--- config.mk ---
export PLATFORM = sky130hd
export DESIGN_NAME = if_stage_iq
export DESIGN_NICKNAME = d
export VERILOG_FILES = /design/src/rtl/if_stage_iq.sv
export SDC_FILE = /design/constraint.sdc
export NUM_CORES = 1
export LEC_CHECK = 0
export BUFFER_PORTS_ARGS = -buffer_cell sky130_fd_sc_hd__buf_2
export CAP_MARGIN = 20
export CORE_ASPECT_RATIO = 1.1
export CORE_MARGIN = 1.5
export CORE_UTILIZATION = 58
export CTS_CLUSTER_DIAMETER = 150
export DETAILED_ROUTE_END_ITERATION = 7
export PLACE_DENSITY = 0.85
export SYNTH_ARGS = -nofsm -noshare
export SYNTH_HDL_FRONTEND = slang
export SYNTH_SLANG_ARGS = --single-unit
--- constraint.sdc ---
create_clock -name clk -period 8.3 [get_ports clk]
set_input_delay 1.66 -clock clk [delete_from_list [all_inputs] [get_ports clk]]
set_output_delay 1.66 -clock clk [all_outputs]
set_load 0.01 [all_outputs]
--- src/rtl/if_stage_iq.sv ---
// Fetch stage: owns the PC, issues split-transaction inst SRAM requests and
// buffers returned instructions in a queue that decouples fetch from ID.
module if_stage_iq #(
    parameter logic [31:0] RESET_PC = 32'h1c000000,
    parameter int unsigned IQ_DEPTH = 4,
    parameter int unsigned BR_BUS_W = 34
) (
    input  logic                clk,
    input  logic                rst,
    input  logic                id_allowin,
    output logic                if_validout,
    output logic [63:0]         if_to_id_bus,
    input  logic [BR_BUS_W-1:0] br_bus,
    output logic                inst_sram_req,
    output logic                inst_sram_wr,
    output logic [1:0]          inst_sram_size,
    output logic [3:0]          inst_sram_wstrb,
    output logic [31:0]         inst_sram_addr,
    output logic [31:0]         inst_sram_wdata,
    input  logic                inst_sram_addr_ok,
    input  logic                inst_sram_data_ok,
    input  logic [31:0]         inst_sram_rdata
);

    localparam int unsigned PTR_W = $clog2(IQ_DEPTH);
    localparam int unsigned CNT_W = PTR_W + 1;
    localparam int unsigned SUM_W = CNT_W + 1;

    logic        br_taken;
    logic        br_stall;
    logic [31:0] br_target;

    assign br_taken  = br_bus[33];
    assign br_stall  = br_bus[32];
    assign br_target = br_bus[31:0];

    logic [31:0]      fpc_q, fpc_d;
    logic [PTR_W-1:0] pend_wr_q, pend_wr_d;
    logic [PTR_W-1:0] pend_rd_q, pend_rd_d;
    logic [CNT_W-1:0] outstanding_q, outstanding_d;
    logic [CNT_W-1:0] discard_q, discard_d;
    logic [PTR_W-1:0] iq_wr_q, iq_wr_d;
    logic [PTR_W-1:0] iq_rd_q, iq_rd_d;
    logic [CNT_W-1:0] iq_cnt_q, iq_cnt_d;

    logic [31:0] pend_pc_mem [IQ_DEPTH];
    logic [63:0] iq_mem      [IQ_DEPTH];

    logic credit_c;
    logic req_c;
    logic hs_c;
    logic rsp_c;
    logic drop_c;
    logic iq_push_c;
    logic iq_pop_c;

    // Credits cover both in-flight requests and queued instructions, so
    // neither FIFO can overflow.
    always_comb begin
        credit_c  = (SUM_W'(outstanding_q) + SUM_W'(iq_cnt_q)) < SUM_W'(IQ_DEPTH);
        req_c     = ~rst & ~br_taken & ~br_stall & credit_c;
        hs_c      = req_c & inst_sram_addr_ok;
        rsp_c     = inst_sram_data_ok & (outstanding_q != '0);
        drop_c    = rsp_c & (br_taken | (discard_q != '0));
        iq_push_c = rsp_c & ~drop_c;
        iq_pop_c  = if_validout & id_allowin & ~br_taken;
    end

    always_comb begin
        fpc_d         = fpc_q;
        pend_wr_d     = pend_wr_q;
        pend_rd_d     = pend_rd_q;
        outstanding_d = outstanding_q;
        discard_d     = discard_q;
        iq_wr_d       = iq_wr_q;
        iq_rd_d       = iq_rd_q;
        iq_cnt_d      = iq_cnt_q;

        if (br_taken) begin
            fpc_d = br_target;
        end else if (hs_c) begin
            fpc_d = fpc_q + 32'd4;
        end

        if (hs_c) begin
            pend_wr_d = pend_wr_q + PTR_W'(1);
        end
        if (rsp_c) begin
            pend_rd_d = pend_rd_q + PTR_W'(1);
        end
        outstanding_d = outstanding_q + CNT_W'(hs_c) - CNT_W'(rsp_c);

        // Every request still in flight after a redirect is wrong-path.
        if (br_taken) begin
            discard_d = outstanding_q - CNT_W'(rsp_c);
        end else if (rsp_c && (discard_q != '0)) begin
            discard_d = discard_q - CNT_W'(1);
        end

        if (br_taken) begin
            iq_rd_d  = iq_wr_q;
            iq_cnt_d = '0;
        end else begin
            if (iq_push_c) begin
                iq_wr_d = iq_wr_q + PTR_W'(1);
            end
            if (iq_pop_c) begin
                iq_rd_d = iq_rd_q + PTR_W'(1);
            end
            iq_cnt_d = iq_cnt_q + CNT_W'(iq_push_c) - CNT_W'(iq_pop_c);
        end
    end

    always_ff @(posedge clk or posedge rst) begin
        if (rst) begin
            fpc_q         <= RESET_PC;
            pend_wr_q     <= '0;
            pend_rd_q     <= '0;
            outstanding_q <= '0;
            discard_q     <= '0;
            iq_wr_q       <= '0;
            iq_rd_q       <= '0;
            iq_cnt_q      <= '0;
        end else begin
            fpc_q         <= fpc_d;
            pend_wr_q     <= pend_wr_d;
            pend_rd_q     <= pend_rd_d;
            outstanding_q <= outstanding_d;
            discard_q     <= discard_d;
            iq_wr_q       <= iq_wr_d;
            iq_rd_q       <= iq_rd_d;
            iq_cnt_q      <= iq_cnt_d;
        end
    end

    // Storage arrays carry no reset; occupancy is tracked by the pointers.
    always_ff @(posedge clk) begin
        if (hs_c) begin
            pend_pc_mem[pend_wr_q] <= fpc_q;
        end
        if (iq_push_c) begin
            iq_mem[iq_wr_q] <= {pend_pc_mem[pend_rd_q], inst_sram_rdata};
        end
    end

    assign if_validout     = (iq_cnt_q != '0);
    assign if_to_id_bus    = iq_mem[iq_rd_q];

    assign inst_sram_req   = req_c;
    assign inst_sram_wr    = 1'b0;
    assign inst_sram_size  = 2'd2;
    assign inst_sram_wstrb = 4'd0;
    assign inst_sram_addr  = {fpc_q[31:2], 2'b00};
    assign inst_sram_wdata = 32'd0;

    a_out_bound: assert property (@(posedge clk) disable iff (rst)
        outstanding_q <= CNT_W'(IQ_DEPTH));
    a_iq_bound: assert property (@(posedge clk) disable iff (rst)
        iq_cnt_q <= CNT_W'(IQ_DEPTH));
    a_discard_bound: assert property (@(posedge clk) disable iff (rst)
        discard_q <= outstanding_q);

endmodule
==> flow_metrics.py, run 1 <==
metrics = {
    "yosys": {
        "yosysTopAreaCell": "edfxtp_1",
        "ys_seq_area_frac": 0.737,
        "synth_top_area_frac": 0.666,
        "yosysWarnings": 0,
        "synth-edff-count": 384,
        "synth.most_common_cell": "edfxtp_1",
        "synthTopCellsByCount": "edfxtp_1 (384), mux4_2 (96), buf_4 (71), dfrtp_1 (46), nand2_1 (41)",
        "synth.area.top_cells": "edfxtp_1 (67%), mux4_2 (12%), dfrtp_1 (6.6%)",
        "synth_area_sq_um": 17300,
        "synth-main-ff-cell": "edfxtp_1",
        "synth_seq_cells": 433,
        "synthDistinctLibCells": 49,
        "async_flop_share": 0.113,
        "syn_avg_cell_area_sq_um": 19.3,
        "syn_inst": 896,
    },
    "setup_path": {
        "crit_fanout": 34,
        "cp_slowest_cell": "dfrtp_4",
        "critPathArrivalTime_ns": 2.90,
        "critical-path-top-delay-family": "flip-flops",
        "cpPeakStageDelay_ns": 0.86,
        "worstSetupPathType": "reg2out",
        "cp-end-kind": "primary output",
        "critPathLaunchType": "flop",
        "crit_required_ns": 6.64,
        "cp_cell_sequence": "buf_4 > mux4_2 > buf_2",
        "critPathBufInv": 2,
        "r2r_slack_ns": 4.99,
    },
    "floorplanning": {
        "initial_utilization": 0.588,
        "die_y_microns": 184,
        "floorplan.core_area_sq_um": 29500,
        "die_w_microns": 168,
        "die_area_sq_um": 30900,
        "rows": 66,
        "num_io_pins": 208,
    },
    "grt": {
        "grtUsageMet3": 0.0329,
        "track_usage": 0.212,
        "grt_pass1_vias": 8631,
        "grt.met1_usage": 0.276,
        "grt-busiest-layer": "met2",
        "gr-total-overflow": 0,
        "antenna_found_initial": 0,
        "use_met2": 0.368,
        "grt_max_degree": 65,
        "grt_pass1_wl_microns": 49200,
    },
    "route": {
        "vias": 8494,
        "drc": 0,
        "drt_first_pass_iters": 4,
        "initialDrtViolationCount": 697,
        "wire_per_inst_microns": 22.1,
        "finalWirelength_microns": 32100,
        "vias_per_cell": 5.86,
        "drtAntennaViolNets": 0,
    },
    "layout": {
        "drive_above_1_share": 0.326,
        "multiInputGateArea_sq_um": 3960,
        "diodes": 0,
        "seqCellArea_sq_um": 12800,
        "synthToLayoutAreaGrowth_pct": 12.6,
        "nets": 1138,
        "num-fill-cells": 1910,
        "final_util": 0.662,
    },
    "clock_network": {
        "root_buffer": "clkbuf_16",
        "cts_setup_buffers": 0,
        "postCtsHoldBufs": 0,
        "clkSinkCount": 433,
        "cts_buffers": 41,
        "cts_resized": 0,
        "clockBufferDepth": 3,
        "insertion_delay_ns": 0.53,
        "cts_tree": "done",
        "htree_num_levels": 2,
        "cts.clk_slew.worst_paths_ns": 0.06,
    },
    "power_and_ir_drop": {
        "ir_drop_uv": 186,
        "total_power_mw": 5.91,
        "p_leak_nw": 6.88,
        "powerDensity_nw_per_um2": 303,
    },
    "sta": {
        "setup-violations-final": 0,
        "fmax_mhz": 219,
        "relSlewSlack": 0.318,
        "tns_ns": 0,
        "setup_ws_ns": 3.74,
        "worst_pin_slew_ns": 1.02,
        "slew_viol_final": 0,
        "grt_setup_unrepaired": "no",
        "finalHoldViolations": 0,
        "clock_skew_ns": 0.0192,
        "finalCriticalPeriod_ns": 4.56,
        "finalCritPeriodShare": 0.549,
    },
    "outcome": {
        "outcome": "complete, no violations",
    },
    "flow_run": {
        "cap_viol_max_count": 0,
    },
    "placement": {
        "dp_hpwl_microns": 18500,
        "portBuffers": 166,
        "dp_slack_ns": 3.68,
        "place_congestion": 0.840,
    },
    "hold_path": {
        "holdCritPathClass": "reg2reg",
    },
}
## power breakdown
part	internal (mW)	total, mW	switching, mW
logic	0.640	1.32	0.681
registers	2.60	2.77	0.163
clock network	1.08	1.82	0.747
## metal layers
metal	vias up	wire [microns]
met2	322	16600
li1	3755	-
met1	4354	12800
met3	63	1710
met4	0	927
met5	-	0
## layout by cell type (no fill, tap or decap), types with 14 or more instances in the layout
cell | Yosys | final
ha_1 | 19 | 19
inv_1 | 20 | 19
edfxtp_1 | 384 | 384
nor2_1 | 14 | 14
clkbuf_16 | 0 | 42
nand3_1 | 20 | 20
dfrtp_1 | 46 | 43
buf_2 | 9 | 166
mux4_2 | 96 | 96
o21ai_0 | 23 | 23
conb_1 | 2 | 41
nand2_1 | 41 | 41
## sequential cells by signal, summed over array words and instances (netlist names), 3 cells and up
| register | cells |
|---|---|
| iq_cnt_q | 3 |
| pend_pc_mem | 128 |
| iq_mem | 256 |
| fpc_q | 32 |
| discard_q | 3 |
| outstanding_q | 3 |
## area by class of cell
type,count,area share
well taps,374,0.0240
clock inverters,20,0.0101
inverters,20,0.00385
repair buffers,177,0.0474
multi-input cells,373,0.203
clock buffers,53,0.0575
flip-flops and latches,433,0.654
## final timing paths
check	startpoint	endpoint	depth (start not counted)
worst max-delay path	iq_rd_q[0]$_DFFE_PP0P_	if_to_id_bus[36]	3
worst min-delay path	fpc_q[1]$_DFFE_PP0P_	pend_pc_mem[3][1]$_DFFE_PP_	0
worst max register to register	outstanding_q[2]$_DFF_PP0_	outstanding_q[2]$_DFF_PP0_	11
worst min register to register	fpc_q[1]$_DFFE_PP0P_	pend_pc_mem[3][1]$_DFFE_PP_	0
max in group asynchronous	rst	fpc_q[7]$_DFFE_PP0P_	3
min in group asynchronous	rst	outstanding_q[1]$_DFF_PP0_	2
## stage by stage
| stage | std cells | instance area, sq um | hold WS [ns] |
|---|---|---|---|
| global route | 1450 | 19500 | 0.575 |
| detailed placement | 1376 | 18200 | 0.545 |
| finish | 1450 | 19500 | 0.557 |
| global placement | 1376 | 18200 | 0.517 |
| CTS | 1449 | 19500 | 0.556 |
| floorplan | 935 | 17500 | 0.472 |
## kinds of logic (layout without fill, tap and decap cells)
| group | count (synthesis) | count (layout) | synth area share |
|---|---|---|---|
| other | 2 | 41 | 0.000433 |
| flip-flops | 433 | 433 | 0.737 |
| multiplexers | 101 | 101 | 0.128 |
| AO/OA/AOI/OAI | 58 | 58 | 0.0213 |
| XOR/XNOR | 23 | 23 | 0.0116 |
| AND/OR/NAND/NOR | 129 | 129 | 0.0422 |
| adder cells (fa/ha/maj) | 21 | 21 | 0.0160 |
| buffers and inverters | 129 | 270 | 0.0440 |
(Power assumes the default switching activity.)
==> run 2: changes to the inputs <==
==> constraint.sdc (replaced) <==
create_clock -name clk -period 4.75 [get_ports clk]
set_input_delay 0.95 -clock clk [delete_from_list [all_inputs] [get_ports clk]]
set_output_delay 0.95 -clock clk [all_outputs]
set_load 0.01 [all_outputs]
==> flow_metrics.py, run 2 (same netlist as run 1, synthesis figures left out) <==
metrics = {
    "route": {
        "finalWirelength_microns": 33300,
        "vias_per_cell": 5.92,
        "wire_per_inst_microns": 22.9,
        "vias": 8616,
        "drtAntennaViolNets": 0,
        "drt_first_pass_iters": 5,
        "initialDrtViolationCount": 828,
        "drc": 0,
    },
    "grt": {
        "track_usage": 0.221,
        "grt_pass1_wl_microns": 51000,
        "antenna_found_initial": 0,
        "gr-total-overflow": 0,
        "grt_pass1_vias": 8802,
        "grt_max_degree": 65,
    },
    "floorplanning": {
        "rows": 66,
        "num_io_pins": 208,
        "die_area_sq_um": 30900,
        "die_w_microns": 168,
        "floorplan.core_area_sq_um": 29500,
        "initial_utilization": 0.588,
        "die_y_microns": 184,
    },
    "layout": {
        "synthToLayoutAreaGrowth_pct": 12.6,
        "diodes": 0,
        "regMostFlops": "iq_mem",
        "final_common_cell": "edfxtp_1",
        "stdcell_count": 1455,
        "drive_above_1_share": 0.328,
        "mostFrequentLayoutCells": "edfxtp_1 (384), buf_2 (166), mux4_2 (96)",
        "final_util": 0.662,
        "largest_reg_flops": 256,
        "nets": 1141,
        "num-fill-cells": 1888,
        "reg_top3": "iq_mem (256), pend_pc_mem (128), fpc_q (32)",
        "stdcell_area_sq_um": 19500,
    },
    "flow_run": {
        "cap_viol_max_count": 0,
    },
    "clock_network": {
        "insertion_delay_ns": 0.54,
        "cts.clk_slew.worst_paths_ns": 0.06,
        "cts_buffers": 41,
        "postCtsHoldBufs": 0,
        "cts_resized": 0,
        "root_buffer": "clkbuf_16",
        "clockBufferDepth": 3,
        "htree_num_levels": 2,
        "clkSinkCount": 433,
        "cts_setup_buffers": 0,
        "cts_tree": "done",
    },
    "hold_path": {
        "holdCritPathClass": "reg2reg",
    },
    "sta": {
        "finalCriticalPeriod_ns": 3.52,
        "grt_setup_unrepaired": "no",
        "whs_ns": 0.500,
        "fmax_mhz": 284,
        "setup_ws_ns": 1.23,
        "setup-violations-final": 0,
        "finalCritPeriodShare": 0.741,
        "finalHoldViolations": 0,
        "worst_pin_slew_ns": 1.04,
        "clock_skew_ns": 0.0198,
        "slew_viol_final": 0,
        "tns_ns": 0,
        "relSlewSlack": 0.309,
    },
    "placement": {
        "postPlaceCellArea_sq_um": 18200,
        "portBuffers": 166,
        "place_congestion": 0.796,
        "dp_hpwl_microns": 19200,
        "dp_cells": 1380,
        "dp_slack_ns": 1.23,
    },
    "outcome": {
        "outcome": "complete, no violations",
    },
    "power_and_ir_drop": {
        "total_power_mw": 10.3,
        "powerDensity_nw_per_um2": 529,
        "ir_drop_uv": 304,
        "p_leak_nw": 6.88,
    },
    "setup_path": {
        "crit_required_ns": 3.80,
        "worstSetupPathType": "reg2out",
        "cp-end-kind": "primary output",
        "critPathLaunchType": "flop",
        "crit_fanout": 27,
        "critPathArrivalTime_ns": 2.57,
    },
}
==> run 2: layout make-up <==
class	instances	area [sq um]	area share
flip-flops and latches	433	12800	0.655
inverters	20	75.1	0.00385
repair buffers	180	936	0.0480
clock buffers	56	1130	0.0581
multi-input cells	373	3960	0.203
well taps	374	468	0.0240
clock inverters	19	165	0.00847
==> run 2: path summary, 6_finish.rpt <==
path	cells past startpoint	to	from	slack (ns)
worst max-delay path	3	if_to_id_bus[34]	iq_rd_q[0]$_DFFE_PP0P_	1.23
worst min register to register	1	pend_rd_q[1]$_DFFE_PP0P_	pend_rd_q[1]$_DFFE_PP0P_	0.50
min in group asynchronous	3	fpc_q[24]$_DFFE_PP0P_	rst	0.61
worst max register to register	10	outstanding_q[2]$_DFF_PP0_	outstanding_q[2]$_DFF_PP0_	1.65
worst min-delay path	1	pend_rd_q[1]$_DFFE_PP0P_	pend_rd_q[1]$_DFFE_PP0P_	0.50
max in group asynchronous	3	iq_rd_q[0]$_DFFE_PP0P_	rst	3.62
==> run 2: power by group <==
part / switching (mW) / internal (mW) / leakage (nW)
sequential: 0.335 / 4.55 / 4.04
clock: 1.35 / 1.79 / 0.634
combinational: 1.17 / 1.13 / 2.20
==> run 2: per-layer routing <==
layer | up-vias | global-route usage | wire length, microns
met1 | 4450 | 0.303 | 13600
li1 | 3769 | - | -
met5 | - | 0 | 0
met4 | 0 | 0.0703 | 758
met2 | 339 | 0.374 | 17300
met3 | 58 | 0.0311 | 1760
==> run 2: critical path, cell delays in order, from the launching register on <==
cell,delay [ns]
dfrtp_4,0.79
buf_4,0.46
mux4_2,0.60
buf_2,0.16
==> run 3: changes to the inputs <==
==> constraint.sdc (replaced) <==
create_clock -name clk -period 3.5 [get_ports clk]
set_input_delay 0.7 -clock clk [delete_from_list [all_inputs] [get_ports clk]]
set_output_delay 0.7 -clock clk [all_outputs]
set_load 0.01 [all_outputs]
==> flow_metrics.py, run 3 (same netlist as run 1, synthesis figures left out) <==
metrics = {
    "floorplanning": {
        "die_w_microns": 168,
        "floorplan.core_area_sq_um": 29500,
        "rows": 66,
        "die_area_sq_um": 30900,
        "num_io_pins": 208,
        "initial_utilization": 0.588,
        "die_y_microns": 184,
    },
    "layout": {
        "diodes": 0,
        "synthToLayoutAreaGrowth_pct": 13.4,
        "num-fill-cells": 1887,
        "regMostFlops": "iq_mem",
        "stdcell_count": 1462,
        "reg_top3": "iq_mem (256), pend_pc_mem (128), fpc_q (32)",
        "nets": 1151,
        "drive_above_1_share": 0.332,
        "mostFrequentLayoutCells": "edfxtp_1 (384), buf_2 (166), mux4_2 (96)",
        "multiInputGateArea_sq_um": 3960,
        "largest_reg_flops": 256,
        "final_common_cell": "edfxtp_1",
        "seqCellArea_sq_um": 12800,
    },
    "route": {
        "finalWirelength_microns": 31600,
        "wire_per_inst_microns": 21.6,
        "drtAntennaViolNets": 0,
        "initialDrtViolationCount": 753,
        "drt_first_pass_iters": 5,
        "drc": 0,
        "vias_per_cell": 5.80,
        "vias": 8476,
    },
    "grt": {
        "grt_pass1_wl_microns": 49400,
        "track_usage": 0.210,
        "grt_max_degree": 65,
        "antenna_found_initial": 0,
        "gr-total-overflow": 0,
        "grt_pass1_vias": 8662,
    },
    "sta": {
        "fmax_mhz": 330,
        "slew_viol_final": 0,
        "finalCritPeriodShare": 0.865,
        "finalHoldViolations": 0,
        "tns_ns": 0,
        "finalCriticalPeriod_ns": 3.03,
        "clock_skew_ns": 0.0106,
        "worst_pin_slew_ns": 0.844,
        "setup-violations-final": 0,
        "grt_setup_unrepaired": "no",
        "relSlewSlack": 0.436,
    },
    "power_and_ir_drop": {
        "ir_drop_uv": 521,
        "p_leak_nw": 6.94,
        "powerDensity_nw_per_um2": 713,
    },
    "clock_network": {
        "cts_resized": 0,
        "cts_buffers": 41,
        "insertion_delay_ns": 0.52,
        "cts_tree": "done",
        "root_buffer": "clkbuf_16",
        "postCtsHoldBufs": 0,
        "cts.clk_slew.worst_paths_ns": 0.06,
        "htree_num_levels": 2,
        "cts_setup_buffers": 0,
        "clkSinkCount": 433,
        "clockBufferDepth": 3,
    },
    "setup_path": {
        "cp-end-kind": "primary output",
        "critPathLaunchType": "flop",
        "worstSetupPathType": "reg2out",
        "critPathArrivalTime_ns": 2.33,
        "crit_required_ns": 2.80,
        "crit_fanout": 26,
    },
    "hold_path": {
        "holdCritPathClass": "in2async",
    },
    "placement": {
        "portBuffers": 166,
        "dp_hpwl_microns": 19900,
        "place_congestion": 0.798,
        "dp_cells": 1390,
    },
    "outcome": {
        "outcome": "complete, no violations",
    },
    "flow_run": {
        "cap_viol_max_count": 0,
    },
}
[run 3: changes by cell type in the layout (fill, tap and decap cells not counted), moves of 3 or more]
cell,before,now
clkbuf_8,5,2
buf_12,0,7
clkinv_1,7,4
clkbuf_1,10,14
buf_4,14,17
[run 3: path summary, 6_finish.rpt]
path                                       startpoint                     endpoint  slack (ns)  cells past startpoint
max in group asynchronous                         rst        fpc_q[28]$_DFFE_PP1P_        2.36                      3
min reg2reg                      fpc_q[1]$_DFFE_PP0P_  pend_pc_mem[0][1]$_DFFE_PP_        0.55                      0
max                            iq_rd_q[0]$_DFFE_PP0P_             if_to_id_bus[34]        0.47                      3
max reg2reg                outstanding_q[1]$_DFF_PP0_        iq_cnt_q[2]$_DFF_PP0_        0.73                     11
min in group clk                           br_bus[18]        fpc_q[18]$_DFFE_PP0P_        0.38                      2
min                                               rst        fpc_q[24]$_DFFE_PP0P_        0.36                      2
[run 3: report_power, final]
part / switching (mW) / internal (mW) / total (mW)
Clock: 1.75 / 2.50 / 4.24
Sequential: 0.394 / 6.17 / 6.56
Combinational: 1.62 / 1.58 / 3.20
Total: 3.76 / 10.2 / 14.0
[run 3: final cells by class]
class	count	share of cell area
sequential	433	0.650
multi-input combinational	373	0.201
clock buffer	57	0.0563
timing repair buffer	190	0.0559
tap	374	0.0238
clock inverter	15	0.00891
inverter	20	0.00382
[run 3: critical path: stages (launching register included)]
cell	delay (ns)
dfrtp_4	0.73
buf_12	0.31
mux4_2	0.57
buf_2	0.16
[run 3: stage by stage]
step / hold WS, ns / utilization / setup slack, ns / power (mW) / area [sq um]
3_3_place_gp: 0.499 / 0.623 / 0.728 / 9.83 / 18400
2_1_floorplan: 0.472 / - / 0.187 / 8.85 / 17500
3_5_place_dp: 0.533 / 0.623 / 0.656 / 9.93 / 18400
6_report: 0.360 / 0.666 / 0.471 / 14.0 / 19600
4_1_cts: 0.362 / 0.666 / 0.389 / 14.2 / 19600
5_1_grt: 0.371 / 0.666 / 0.360 / 14.6 / 19600
[run 3: per-layer routing]
metal  track usage  share of wire
met5             0              0
met4        0.0674          0.026
met3        0.0281          0.050
met2         0.353           0.51
met1         0.291           0.42
